==> src/rtl/writeback_scoreboard.sv <==
// Write-back stage: registers memory-stage results, drives the register-file write port,
// and tracks in-flight writes per register so decode can stall on pending sources.

module writeback_scoreboard_entry #(
  parameter int MAX_INFLIGHT = 3,
  parameter int CW           = 2
) (
  input  logic          clk,
  input  logic          rst,
  input  logic          inc,
  input  logic          dec_commit,
  input  logic          dec_squash,
  output logic [CW-1:0] count,
  output logic          ovf_evt,
  output logic          unf_evt
);
  int nxt;

  // Commit and squash may both hit this entry, so the net step spans -2..+1.
  always_comb begin
    nxt     = int'(count) + int'(inc) - int'(dec_commit) - int'(dec_squash);
    ovf_evt = (nxt > MAX_INFLIGHT);
    unf_evt = (nxt < 0);
  end

  always_ff @(posedge clk or posedge rst) begin
    if (rst)           count <= '0;
    else if (unf_evt)  count <= '0;
    else if (!ovf_evt) count <= nxt[CW-1:0];
  end
endmodule

module writeback_scoreboard #(
  parameter int ADDRESS_WIDTH = 5,
  parameter int DATA_WIDTH    = 32,
  parameter int MAX_INFLIGHT  = 3
) (
  input  logic                     clk,
  input  logic                     rst,
  input  logic                     issue_valid,
  input  logic                     issue_RegWrite,
  input  logic [ADDRESS_WIDTH-1:0] issue_Rd,
  input  logic                     squash_valid,
  input  logic [ADDRESS_WIDTH-1:0] squash_Rd,
  input  logic                     mem_valid,
  input  logic                     mem_RegWrite,
  input  logic [ADDRESS_WIDTH-1:0] mem_Rd,
  input  logic [1:0]               mem_ResultSrc,
  input  logic [DATA_WIDTH-1:0]    mem_ALUResult,
  input  logic [DATA_WIDTH-1:0]    mem_ReadData,
  input  logic [DATA_WIDTH-1:0]    mem_PCPlus4,
  input  logic [ADDRESS_WIDTH-1:0] check_A1,
  input  logic [ADDRESS_WIDTH-1:0] check_A2,
  output logic [ADDRESS_WIDTH-1:0] A3,
  output logic                     WE3,
  output logic [DATA_WIDTH-1:0]    WD3,
  output logic                     stall,
  output logic                     sb_overflow,
  output logic                     sb_underflow
);
  localparam int NREG = 2**ADDRESS_WIDTH;
  localparam int CW   = $clog2(MAX_INFLIGHT+1);

  typedef struct packed {
    logic                     valid;
    logic                     reg_write;
    logic [ADDRESS_WIDTH-1:0] rd;
    logic [1:0]               result_src;
    logic [DATA_WIDTH-1:0]    alu_result;
    logic [DATA_WIDTH-1:0]    read_data;
    logic [DATA_WIDTH-1:0]    pc_plus4;
  } wb_req_t;

  wb_req_t wb;

  always_ff @(posedge clk or posedge rst) begin
    if (rst) wb <= '0;
    else     wb <= '{valid: mem_valid, reg_write: mem_RegWrite, rd: mem_Rd,
                     result_src: mem_ResultSrc, alu_result: mem_ALUResult,
                     read_data: mem_ReadData, pc_plus4: mem_PCPlus4};
  end

  always_comb begin
    WD3 = '0;
    case (wb.result_src)
      2'b00:   WD3 = wb.alu_result;
      2'b01:   WD3 = wb.read_data;
      2'b10:   WD3 = wb.pc_plus4;
      default: WD3 = '0;
    endcase
  end

  assign A3  = wb.rd;
  assign WE3 = wb.valid & wb.reg_write & (wb.rd != '0);

  logic [NREG-1:0][CW-1:0] count;
  logic [NREG-1:0]         ovf_evt, unf_evt;

  // x0 is never tracked: it is never counted up, so squashes naming it are ignored too.
  for (genvar r = 0; r < NREG; r++) begin : g_sb
    if (r == 0) begin : g_zero
      assign count[r]   = '0;
      assign ovf_evt[r] = 1'b0;
      assign unf_evt[r] = 1'b0;
    end else begin : g_ent
      writeback_scoreboard_entry #(.MAX_INFLIGHT(MAX_INFLIGHT), .CW(CW)) u_ent (
        .clk       (clk),
        .rst       (rst),
        .inc       (issue_valid & issue_RegWrite & (issue_Rd == ADDRESS_WIDTH'(r))),
        .dec_commit(WE3 & (A3 == ADDRESS_WIDTH'(r))),
        .dec_squash(squash_valid & (squash_Rd == ADDRESS_WIDTH'(r))),
        .count     (count[r]),
        .ovf_evt   (ovf_evt[r]),
        .unf_evt   (unf_evt[r])
      );
    end
  end

  always_ff @(posedge clk or posedge rst) begin
    if (rst) begin
      sb_overflow  <= 1'b0;
      sb_underflow <= 1'b0;
    end else begin
      if (|ovf_evt) sb_overflow  <= 1'b1;
      if (|unf_evt) sb_underflow <= 1'b1;
    end
  end

  // No bypass: the register file commits at the edge, so the WB cycle still stalls.
  assign stall = (count[check_A1] != '0) | (count[check_A2] != '0);
endmodule

==> config.mk <==
export PLATFORM = sky130hd
export DESIGN_NAME = writeback_scoreboard
export DESIGN_NICKNAME = d
export VERILOG_FILES = /design/src/rtl/writeback_scoreboard.sv
export SDC_FILE = /design/constraint.sdc
export NUM_CORES = 1
export LEC_CHECK = 0
export BUFFER_PORTS_ARGS = -buffer_cell sky130_fd_sc_hd__buf_2
export CELL_PAD_IN_SITES_DETAIL_PLACEMENT = 0
export CELL_PAD_IN_SITES_GLOBAL_PLACEMENT = 1
export CORE_MARGIN = 2
export CORE_UTILIZATION = 41
export CTS_BUF_LIST = sky130_fd_sc_hd__clkbuf_16
export CTS_CLUSTER_SIZE = 24
export DETAILED_ROUTE_END_ITERATION = 7
export PLACE_DENSITY_LB_ADDON = 0.1
export SYNTH_ARGS = -nofsm -noshare
export SYNTH_HDL_FRONTEND = slang
export SYNTH_HIERARCHICAL = 1
export SYNTH_SLANG_ARGS = --single-unit
==> constraint.sdc <==
create_clock -name clk -period 3.4 [get_ports clk]
set_clock_uncertainty 0.15 [all_clocks]
set_input_delay 0.17 -clock clk [delete_from_list [all_inputs] [get_ports clk]]
set_output_delay 0.17 -clock clk [all_outputs]
set_load 0.03 [all_outputs]
# [Yosys cells after proc, flatten, opt, wreduce, memory -nomap -nowiden]
# Index checks and enable logic that the tools add are counted.
[op_classes] add_sub_neg=93 magnitude_cmp=64 eq_ne=126 n_mux=67 bitwise_logic=97 n_reduce_logical=6
[op_table] op="$sub 32x2->32" n=62
[op_table] op="$gt 32x3->1 const B" n=31
[op_table] op="$lt 32x1->1 const B" n=31
[op_table] op="$eq 5x5->1 const B" n=48
[op_table] op="$mux 2" n=64
[op_table] op="$eq 5x4->1 const B" n=24
[op_table] op="$and 1x1->1" n=96
[op_table] op="$pmux 32 s3" n=1
[op_table] op="$add 2x1->3" n=31
[op_table] op="$ne 2x2->1 const B" n=31
[op_table] op="$reduce_or 31->1" n=2
[op_table] op="$eq 5x3->1 const B" n=12
[op_table] op="$eq 5x2->1 const B" n=6
[op_table] op="$bmux 2 s5" n=2
[op_table] op="$eq 5x1->1 const B" n=3
[op_table] op="$lt 5x6->1 const B" n=2
[op_table] op="$reduce_bool 5->1" n=1
[op_table] op="$reduce_bool 2->1" n=2
[op_table] op="$eq 2x1->1 const B" n=1
[op_table] op="$eq 2x2->1 const B" n=1
[op_table] op="$logic_not 2->1" n=1
[op_table] op="$or 1x1->1" n=1
[totals] regBits=169 input_bits=130 elab_cells=493

# [Depth between registers and ports, before layout]
[depth] depth_word=8 ltp_mapped=16

# [By module]
# Netlist, hierarchy kept.
[modules_own_cells] mod="writeback_scoreboard_entry" instances=31 cells_per_inst=32 area_each_um2=267.8 seq_area_each_um2=50.0
[modules_own_cells] mod="writeback_scoreboard" instances=1 cells_per_inst=517 area_each_um2=4966.0 seq_area_each_um2=2677.6

# [Worst setup path before layout]
# OpenSTA, ideal clock, no wires.
[synth_path] path_type="reg2reg" start="register wb (netlist bit A3[3])" end="register sb_underflow" setup_ns=0.127 arrival_time_ns=3.174 path_slack_ns=-0.051 path_stages_with_launch=16 path_buffers=1 period_less_slack_ns=3.451 cell_sequence="dfrtp_1 clkbuf_1 nand2b_1 or3_1 nor3_1 ha_1 inv_1 ha_1 inv_1 fa_1 ha_1 inv_1 o21bai_1 nor4_1 nand4_1 or2_2"
[synth_via] elab_chain_len=7 elab_cells_between_ends=158 cone_classes="add/sub: 62; order compare: 31; eq/ne: 31; bitwise: 32; reduce/logical: 2"
[synth_lines] item="start: declaration" line="74" text="wb_req_t wb;"
[synth_lines] item="start signal: assignment" line="78" text="else wb <= '{valid: mem_valid, reg_write: mem_RegWrite, rd: mem_Rd,"
[synth_lines] item="$reduce_bool 5->1" line="94" text="assign WE3 = wb.valid & wb.reg_write & (wb.rd != '0);"
[synth_lines] item="$and 1x1->1" line="94"
[synth_lines] item="$and 1x1->1 (*)" line="110" text=".dec_commit(WE3 & (A3 == ADDRESS_WIDTH'(r))),"
[synth_lines] item="$sub 32x2->32 (*) (2 in series)" line="21" text="nxt = int'(count) + int'(inc) - int'(dec_commit) - int'(dec_squash);"
[synth_lines] item="$lt 32x1->1 (*)" line="23" text="unf_evt = (nxt < 0);"
[synth_lines] item="net unf_evt[4]" line="97" text="logic [NREG-1:0] ovf_evt, unf_evt;"
[synth_lines] item="$reduce_or 31->1 (*)" line="125" text="if (|unf_evt) sb_underflow <= 1'b1;"
[synth_lines] item="end signal: assignment" line="122" text="sb_underflow <= 1'b0;"
[synth_lines] item="end signal: assignment" line="125"
[synth_lines] item="end: declaration" line="59" text="output logic sb_underflow"
# The timed path passes the listed nets; every way through them passes the cells marked *.
# A chain may end at the register's enable or synchronous reset.

# [Final worst setup path]
[layout_path] start="register wb (netlist bit A3[2])" end="register sb_underflow"
# The elaborated chain is that of the path after synthesis.

==> results.md <==
Timing:
- In the final timing run, aggregate negative setup slack is -0.8377 ns.
- The worst setup slack after layout is -0.3924 ns.
- The transition time at the pin with the least slew margin is between 0.7 and 0.8 ns.
- The worst relative slew slack is approximately half.
- Setup repair after global routing could not meet its margin everywhere.
- The smallest clock period supported by the final layout is computed as 3.792 ns.
- The count of pins over their slew limit came to 0.
- Setup violations remaining at the end of the flow were counted as 5.
- Dividing the final minimum period by the clock period gives 111.5%.
- The count of final hold-check violations is 0.
- The highest achievable clock rate is 263.7 MHz.
- The final worst hold slack is 0.2033 ns.

Placement:
- Routability-driven placement finished with a final weighted congestion of approximately 0.89.
- The count of buffers inserted at the top-level ports is between 150 and 200.
- The HPWL reported at the end of detailed placement is ~32,000 µm.
- Prior to clock tree synthesis, the placed netlist has a worst setup slack of -0.5859 ns.
- The post-place instance area is about 16,000 µm².

Min path:
- In this run the most critical hold path is launched from mem_ALUResult[0].
- In this run the worst hold path is classified as in2reg.

Detailed routing:
- The via total after detailed routing is approximately 13k.
- Before antenna repair, the detailed router went through 5 iterations.
- The final antenna-violating net count is 0.
- The final layout contains routed wiring with a total length of around 42,000 µm.
- In the routed design, unresolved DRC markers number 0.
- After detailed routing, the number of vias per cell comes to 5.270.
- After the first detailed-routing iteration, the DRC count stood at around 730.
- In the final routed layout, each cell accounts on average for around 17 µm.

Clocking:
- The clock buffer count from CTS is 17.
- Clock latency on the worst-skew pair, taken at its later pin, is about 0.45 ns.
- The clock-pin slew reported for the worst setup and hold paths after clock tree synthesis is 0.08 ns.
- The maximum clock path buffer count is 2.
- The number of H-tree levels is 4.
- The buffer type at the clock tree root is sky130_fd_sc_hd__clkbuf_16.
- The number of clock sinks seen by CTS is approximately 170.
- TritonCTS built the clock tree.

Power and ir drop:
- The static leakage is about 0.009 µW.
- In this run, flip-flops and latches consume roughly 28% of the power.
- The peak supply drop is between 0.4 and 0.5 mV.
- Combinational logic burns a little over half of the power.
- The cell-internal power is ~6200 µW.
- The final total power is 10,520 µW.
- The net switching fraction of the power is approximately two fifths.
- The proportion of power drawn by the clock network is around a fifth.
- The switching component of the power is ~4300 µW.
- The total power per unit cell area is about 560 nW/µm².

Floorplanning:
- The area of the die is approximately 34,000 µm².
- The core region area is approximately 32,000 µm².
- The effective utilization at floorplan is 41.83%.
- The I/O pin count is around 170.
- The number of rows created at floorplan is 65.
- The die is approximately 180 µm tall.
- In this run the horizontal extent of the chip is around 180 µm.

Worst setup path:
- STA classifies the critical path endpoint as a flip-flop.
- The critical path data required time is 3.59 ns.
- The critical path starts at A3[2]$_DFF_PP0_.
- The endpoint arrival time on the critical path is between 3 and 4 ns.
- The critical path is of the reg2reg type.
- The kind of start point of the critical path is a flip-flop.
- Along the worst path, the maximum fanout reaches 3.
- The beginning of the worst register-to-register path is A3[2]$_DFF_PP0_.

Global route:
- In the global route stage, overall resource usage came out at between 20% and 30%.
- The first global-routing pass estimated 65,560 µm of wire.
- Entering global routing, the biggest net connects between 50 and 60 pins.
- The initial antenna violation count was 1.
- The via count of the first global-routing pass is about 13k.
- Global routing finished with a remaining overflow of 0.

Finish:
- The area growth from synthesis to layout is 42.79%.
- Of the cells placed in the final design, the portion with a size suffix greater than 1 is 31.96%.
- The filler cells instantiated in the layout total around 2.8k.
- With fillers left out, the area of the finished cells amounts to between 15,000 and 20,000 µm².
- After the last flow step, the layout net total stands at about 2.3k.

Yosys:
- The largest area contributor in the synthesized netlist is sky130_fd_sc_hd__dfrtp_1.
- The number of storage elements in the synthesis netlist is between 150 and 200.
- Summing every instance area after synthesis gives 13,270 µm².
- The count of synthesis-stage warnings from yosys is 6.
- The synthesized netlist net count is around 1.8k.
- After synthesis, the cell types taking the most area are sky130_fd_sc_hd__dfrtp_1 32%, sky130_fd_sc_hd__ha_1 15%, sky130_fd_sc_hd__inv_1 6.2%.
- After synthesis, the most frequently instantiated cells are 219 x sky130_fd_sc_hd__inv_1, 169 x sky130_fd_sc_hd__dfrtp_1, 155 x sky130_fd_sc_hd__ha_1, 144 x sky130_fd_sc_hd__nor2_1, 97 x sky130_fd_sc_hd__o21ai_0.
- The number of instances in the synthesized netlist is between 1.5k and 2k.
- In this run, synthesis inferred 0 flip-flops with an integrated enable.
- The async set or reset register ratio after synthesis is 100.0%.
- The cell with the most instances after synthesis is sky130_fd_sc_hd__inv_1.
- The dominant synthesized flop cell is sky130_fd_sc_hd__dfrtp_1.
- Synthesis instantiated 53 different standard cells from the library.
- Dividing the synthesized area by the synthesized cell count gives ~9 µm².
- The post-synthesis sequential area ratio is between 30% and 40%.
- Of the post-synthesis cell area, the dominant cell type holds 31.88%.

Run:
- The reported max-cap violation count is 0.

Run status:
- The checks that failed: setup timing.
- The run finished, with violations left.
## logic make-up after synthesis
family	Yosys count	synth area share [%]
and+or+nand+nor	516	20.42
AOI/OAI and AO/OA	317	15.71
buffers and inverters	254	7.554
adders and majority gates	186	19.30
DFF	169	31.88
muxes	36	3.094
xor gates and xnor gates	31	2.047
## layout make-up
type | instances | area, µm² | share of cell area (%)
multi-input combinational | 1086 | 8862 | 46.78
sequential | 169 | 4232 | 22.34
timing repair buffer | 528 | 3924 | 20.71
inverter | 219 | 832.0 | 4.392
tap | 402 | 503.0 | 2.655
clock buffer | 17 | 425.4 | 2.246
clock inverter | 15 | 162.7 | 0.8587
antenna | 1 | 2.502 | 0.01321
## final timing paths
| kind | slack (ns) | cells past startpoint | end |
|---|---|---|---|
| hold / removal | 0.20 | 2 | wb[64]$_DFF_PP0_ |
| setup reg to reg | -0.39 | 16 | sb_underflow$_DFFE_PP0P_ |
| hold reg to reg | 0.48 | 2 | g_sb[16].g_ent.u_ent/count[0]$_DFFE_PP0P_ |
| setup / recovery | -0.39 | 16 | sb_underflow$_DFFE_PP0P_ |
| min in group asynchronous | 0.35 | 4 | g_sb[28].g_ent.u_ent/count[1]$_DFFE_PP0P_ |
| max in group asynchronous | 1.72 | 5 | wb[10]$_DFF_PP0_ |
## flip-flops by register name, summed over array words and instances (netlist names)
signal	count
g_sb.g_ent.u_ent/count	62
wb	100
sb_underflow	1
A3	5
sb_overflow	1
## what timing repair did
item / CTS / global route
buffers inserted: 4 / 20
pin swaps: 22 / 112
gates resized for setup: 33 / 181
hold buffers: 106 / 0
endpoints found under the hold margin: 167 / 0
cloned: 0 / 0
endpoints found under the setup margin: 13 / 36
## worst max-delay path, cell delays in order (launching register included)
cell and delay [ns]:
sky130_fd_sc_hd__dfrtp_1 0.42, sky130_fd_sc_hd__buf_6 0.13, sky130_fd_sc_hd__nand2b_4 0.05, sky130_fd_sc_hd__or3_4 0.43, sky130_fd_sc_hd__nor3_4 0.18, sky130_fd_sc_hd__ha_1 0.24
sky130_fd_sc_hd__inv_1 0.06, sky130_fd_sc_hd__ha_2 0.18, sky130_fd_sc_hd__inv_2 0.04, sky130_fd_sc_hd__fa_2 0.47, sky130_fd_sc_hd__ha_4 0.20, sky130_fd_sc_hd__inv_4 0.06
sky130_fd_sc_hd__o21bai_4 0.06, sky130_fd_sc_hd__nor4_4 0.30, sky130_fd_sc_hd__buf_4 0.16, sky130_fd_sc_hd__nand4_1 0.24, sky130_fd_sc_hd__or2_4 0.30
## metrics by stage
stage,utilization (%),cells
after global routing,59.72,2437
after global placement,51.12,2275
after CTS,56.82,2417
after detailed placement,51.12,2275
after floorplan,-,1509
final,59.72,2437
## power by group through the flow
| stage | combinational (µW) | clock (µW) | sequential (µW) |
|---|---|---|---|
| global route | 6260 | 2100 | 3010 |
| floorplan | 3330 | 0 | 2780 |
| global placement | 5030 | 0 | 2950 |
| detailed placement | 5160 | 0 | 2950 |
| CTS | 5310 | 2020 | 2930 |
| finish | 5620 | 1960 | 2940 |
## placed cells by master, fill, tap and decap left out, types with 38 or more instances in the layout
| cell type | count |
|---|---|
| sky130_fd_sc_hd__buf_4 | 227 |
| sky130_fd_sc_hd__inv_1 | 200 |
| sky130_fd_sc_hd__buf_2 | 170 |
| sky130_fd_sc_hd__dfrtp_1 | 167 |
| sky130_fd_sc_hd__nor2_1 | 123 |
| sky130_fd_sc_hd__dlygate4sd3_1 | 106 |
| sky130_fd_sc_hd__ha_1 | 101 |
| sky130_fd_sc_hd__o21ai_0 | 94 |
| sky130_fd_sc_hd__nand2_1 | 78 |
| sky130_fd_sc_hd__a31oi_1 | 59 |
| sky130_fd_sc_hd__nor3_1 | 46 |
| sky130_fd_sc_hd__nor2b_1 | 38 |
## routing by layer
layer	vias to the layer above	part of all wire [%]	global-route usage (%)
met4	0	2.2	7.680
met3	50	4.1	3.506
met5	-	0	0
li1	6313	-	-
met2	299	48	41.54
met1	6180	46	33.68
Note: power is estimated with default switching activity, not from simulation.
